<file path="src/rtl/fifo_arb_pkg.sv">
// Shared types and helpers for the round-robin FIFO push arbiter.
package fifo_arb_pkg;

  typedef enum logic {IDLE, BURST} arb_state_t;

  localparam int DEF_WIDTH    = 8;
  localparam int DEF_QWID     = 2;
  localparam int DEF_MAX_WAIT = 16;
  localparam int MAX_NREQ     = 32;

  function automatic int wait_width(input int max_wait);
    return $clog2(max_wait + 1);
  endfunction

  function automatic logic [MAX_NREQ-1:0] onehot(input int idx);
    return MAX_NREQ'(1) << idx;
  endfunction

endpackage

</file>
<file path="src/rtl/rr_select.sv">
// Rotating-priority picker: first valid index at or after ptr, wrapping modulo NREQ.
module rr_select #(
  parameter int NREQ = 4,
  parameter int QWID = 2
) (
  input  logic [NREQ-1:0] vld,
  input  logic [QWID-1:0] ptr,
  output logic [QWID-1:0] winner,
  output logic            any
);

  logic [QWID-1:0] idx;

  // Scan from the farthest offset down so the offset closest to ptr wins last.
  always_comb begin
    winner = '0;
    any    = 1'b0;
    idx    = '0;
    for (int k = NREQ - 1; k >= 0; k--) begin
      idx = ptr + QWID'(k);
      if (vld[idx]) begin
        winner = idx;
        any    = 1'b1;
      end
    end
  end

endmodule

</file>
<file path="src/rtl/fifo_rr_push_arbiter.sv">
// Packet-granular round-robin arbiter in front of a FIFO push port,
// with a per-requester starvation watchdog driving prop_signal.
module fifo_rr_push_arbiter
  import fifo_arb_pkg::*;
#(
  parameter int WIDTH    = DEF_WIDTH,
  parameter int QWID     = DEF_QWID,
  parameter int MAX_WAIT = DEF_MAX_WAIT
) (
  input  logic                      clk,
  input  logic                      rst,
  input  logic [(1<<QWID)-1:0]       req_vld,
  input  logic [(1<<QWID)-1:0]       req_last,
  input  logic [(1<<QWID)*WIDTH-1:0] req_data,
  output logic [(1<<QWID)-1:0]       req_rdy,
  input  logic                      fifo_full,
  output logic                      fifo_push,
  output logic [WIDTH-1:0]          fifo_data,
  output logic [QWID-1:0]           fifo_qid,
  output logic                      busy,
  output logic                      prop_signal
);

  localparam int NREQ  = 1 << QWID;
  localparam int WAITW = wait_width(MAX_WAIT);

  arb_state_t      state;
  logic [QWID-1:0] owner;
  logic [QWID-1:0] rr_ptr;
  logic [QWID-1:0] sel_winner;
  logic [QWID-1:0] winner;
  logic            sel_any;
  logic            win_vld;
  logic            accept;
  logic            starve;
  logic [NREQ-1:0] wait_hit;

  rr_select #(.NREQ(NREQ), .QWID(QWID)) u_rr_select (
    .vld    (req_vld),
    .ptr    (rr_ptr),
    .winner (sel_winner),
    .any    (sel_any)
  );

  // Once a packet has started, only its owner may push until its last beat.
  assign winner  = (state == BURST) ? owner : sel_winner;
  assign win_vld = (state == BURST) ? req_vld[owner] : sel_any;
  assign accept  = win_vld & ~fifo_full & ~rst;

  assign fifo_push   = accept;
  assign req_rdy     = accept ? NREQ'(onehot(int'(winner))) : '0;
  assign fifo_data   = req_data[int'(winner)*WIDTH +: WIDTH];
  assign fifo_qid    = winner;
  assign busy        = (state == BURST);
  assign prop_signal = ~starve;

  always_ff @(posedge clk) begin
    if (rst) begin
      state  <= IDLE;
      owner  <= '0;
      rr_ptr <= '0;
    end else begin
      case (state)
        IDLE: begin
          if (accept) begin
            if (req_last[winner]) begin
              rr_ptr <= winner + QWID'(1);
            end else begin
              state <= BURST;
              owner <= winner;
            end
          end
        end
        BURST: begin
          if (accept && req_last[owner]) begin
            state  <= IDLE;
            rr_ptr <= owner + QWID'(1);
          end
        end
        default: state <= IDLE;
      endcase
    end
  end

  // Wait counters keep running through fifo_full stalls; they saturate at MAX_WAIT.
  for (genvar i = 0; i < NREQ; i++) begin : g_wait
    logic [WAITW-1:0] cnt;

    always_ff @(posedge clk) begin
      if (rst) begin
        cnt <= '0;
      end else if (req_vld[i] && !req_rdy[i]) begin
        if (cnt != WAITW'(MAX_WAIT)) cnt <= cnt + WAITW'(1);
      end else begin
        cnt <= '0;
      end
    end

    assign wait_hit[i] = (cnt == WAITW'(MAX_WAIT));
  end

  always_ff @(posedge clk) begin
    if (rst) starve <= 1'b0;
    else if (|wait_hit) starve <= 1'b1;
  end

endmodule

</file>
<file path="config.mk">
export PLATFORM = sky130hd
export DESIGN_NAME = fifo_rr_push_arbiter
export DESIGN_NICKNAME = d
export VERILOG_FILES = /design/src/rtl/fifo_arb_pkg.sv /design/src/rtl/rr_select.sv /design/src/rtl/fifo_rr_push_arbiter.sv
export SDC_FILE = /design/constraint.sdc
export NUM_CORES = 1
export LEC_CHECK = 0
export CORE_MARGIN = 1
export CORE_UTILIZATION = 46
export DETAILED_ROUTE_END_ITERATION = 12
export GPL_TIMING_DRIVEN = 0
export PLACE_DENSITY = 0.79
export SYNTH_ARGS = -nofsm -noshare
export SYNTH_HDL_FRONTEND = slang
export SYNTH_SLANG_ARGS = --single-unit
</file>
<file path="constraint.sdc">
create_clock -name clk -period 3.6 [get_ports clk]
set_clock_uncertainty 0.15 [all_clocks]
set_input_delay 0.54 -clock clk [delete_from_list [all_inputs] [get_ports clk]]
set_output_delay 0.54 -clock clk [all_outputs]
set_load 0.02 [all_outputs]
</file>
==> impl_metrics.yaml <==
clock_network:
  cts_tree: "done"
  clk_pin_slew_ns: 0.09
  clockRootBuffer: "clkbuf_8"
  clk_path_buf_depth: 2
  clock_sinks: 26
  insertion_delay_ns: 0.27
  htree_levels: 1
  numCtsBuffers: 3
finish:
  drive_above_1_share_pct: 7.807
  final_util_pct: 68.94
  area_growth_pct: 40.12
  final_cell_area_um2: 2600
  finalNetCount: 325
  n_fill_cell: 307
  antenna_cells: 0
floorplanning:
  fp-row-count: 22
  start_util_pct: 49.20
  die-area_um2: 4292
  die_w_um: 65.51
  die_h_um: 65.51
  ios: 60
  core_um2: 3771
routing:
  drt_first_iter_violations: 66
  wl_per_cell_um: 12.73
  avgViaCountPerCell: 5.397
  post-route-drc-count: 0
  dr.pass1.iters: 4
  totalWireLength_um: 4034
  vias: 1711
  final_antenna_net_count: 0
synth:
  synth_top_area_cell: "dfxtp_1"
  synth_edf_count: 0
  async_flop_share_pct: 0
  synth_top_cell_area_share_pct: 28.05
  synthTopCellsByCount: "mux2i_1 (31), dfxtp_1 (26), nor2_1 (19)"
  ys_types: 44
  syn-num-nets: 259
  synth_warnings: 0
  yosysSeqAreaShare_pct: 28.05
  ys_ff_latch: 26
  synthFlopType: "dfxtp_1"
  syn-cell-area_um2: 1856
  avgSynthCellArea_um2: 9.096
  syn_inst: 204
  yosysMostFrequentCell: "mux2i_1"
  synth_area_leaders: "dfxtp_1 (28%), mux2i_1 (17%), ha_1 (8.1%)"
global_route:
  gr-total-overflow: 0
  grt_first_pass_wirelength_um: 7182
  grt_pass1_vias: 1676
  antenna_found_initial: 0
  grt_usage_pct: 21.65
  grt_max_degree: 15
setup_path:
  cp.required_ns: 2.91
  path_class: "in -> out"
  critPathArrivalTime_ns: 2.71
  cp_max_fo: 12
  cp-end-kind: "output pin"
  startpoint_type: "input port"
power:
  p_comb_share_pct: 52.8
  cellPowerDensity_nw_per_um2: 426.2
  swShare_pct: 37.32
  power_leakage_nw: 1.117
  clockPowerShare_pct: 16.9
  p_seq_share_pct: 30.2
  vdd_drop_max_uv: 263.1
  p_sw_uw: 413.5
  p_int_uw: 694.6
place:
  hpwl_um: 3148
  portBuffers: 59
  placed_area_um2: 2506
  gpl.final_weighted_congestion: 0.8185
sta:
  tightest_slew_ns: 0.8925
  period_share_pct: 94.51
  max-slew-margin-rel_pct: 39.69
  slew_violations: 0
  post-route-min-period_ns: 3.402
  setup_violations: 0
  clock.fmax_ghz: 0.2939
  final_hold_viol_count: 0
  rsz0062_at_grt: "no"
outcome:
  status: "finished, final reports clean"
worst_hold_path:
  hold_path.class: "reg -> reg"
run:
  drv_cap: 0
## registers in the layout, summed over array words and instances, names as in the netlist
signal,cells
rr_ptr,2
starve,1
g_wait.cnt,20
busy,1
owner,2
## logic make-up after synthesis
kind of cell | after synthesis | synth area share, %
AO/OA/AOI/OAI | 28 | 12.34
XOR/XNOR | 16 | 7.553
adder cells (fa/ha/maj) | 12 | 8.091
buffers and inverters | 20 | 4.719
flip-flops | 26 | 28.05
multiplexers | 34 | 19.96
AND/OR/NAND/NOR | 68 | 19.29
## critical path, cell delays in order
cell	delay, ns
clkdlybuf4s50_1	0.56
and2_1	0.17
o21ai_2	0.07
o211ai_1	0.41
nand2_4	0.08
buf_4	0.21
inv_1	0.09
ha_1	0.13
and2_1	0.13
clkdlybuf4s15_1	0.32
## per-stage QoR
step	power, mW	hold WS [ns]	worst slack [ns]	cells	TNS (ns)
detailed placement	0.9229	0.3109	-0.4688	311	-5.320
global placement	0.9190	0.3036	-0.4488	311	-4.817
CTS	1.119	0.3248	0.002324	317	0
global route	1.179	0.3676	0.01155	317	0
floorplan	0.7100	0.3206	0.5821	204	0
finish	1.108	0.3231	0.1977	317	0
## final timing paths
kind / slack, ns / startpoint / endpoint / cells past startpoint
hold reg to reg: 0.32 / starve / starve / 2
hold / removal: 0.32 / starve / starve / 2
setup reg to reg: 0.86 / rr_ptr[1] / g_wait[0].cnt[2] / 11
setup / recovery: 0.20 / req_vld[1] / req_rdy[1] / 10
## area by class of cell
| cell class | instances | area (um^2) | share of cell area (%) |
|---|---|---|---|
| multi-input cells | 158 | 1260 | 48.46 |
| repair buffers | 61 | 616.8 | 23.72 |
| flip-flops and latches | 26 | 520.5 | 20.02 |
| inverters | 16 | 60.06 | 2.310 |
| well taps | 48 | 60.06 | 2.310 |
| clock buffers | 4 | 55.05 | 2.117 |
| plain buffers | 4 | 27.53 | 1.059 |
## power groups by stage
stage	Sequential, mW	Combinational (mW)	Clock [mW]
global route	0.339	0.636	0.204
floorplan	0.337	0.373	0
detailed placement	0.341	0.582	0
finish	0.335	0.585	0.188
global placement	0.340	0.579	0
CTS	0.334	0.593	0.192
## layer usage
metal | part of all wire (%) | wire, um | vias up | track usage (%)
met4 | 1.1 | 44 | 0 | 5.707
met1 | 44 | 1792 | 786 | 26.11
met3 | 7.1 | 287 | 4 | 5.382
li1 | - | - | 852 | -
met2 | 47 | 1908 | 69 | 37.89
met5 | 0 | 0 | - | 0
## what timing repair did
| action | in CTS | in global routing |
|---|---|---|
| cloned | 0 | 0 |
| hold buffers | 0 | 0 |
| gates resized for setup | 9 | 11 |
| pin swaps | 3 | 1 |
| setup buffers | 2 | 0 |
| endpoints found under the setup margin | 13 | 9 |
## cell usage in the layout (no fill, tap or decap), drive strengths merged, types with 3 or more instances in the layout
master	n
ha	12
clkbuf	5
nand2	8
a21oi	7
o21ai	4
inv	16
xnor2	8
nor3	7
and2	9
nand3	8
dfxtp	26
dlygate4sd2	5
dlymetal6s2s	7
buf	5
nand2b	4
nor2	19
nor4	3
clkdlybuf4s50	45
mux2i	31
xor2	8
(Power assumes the default switching activity.)
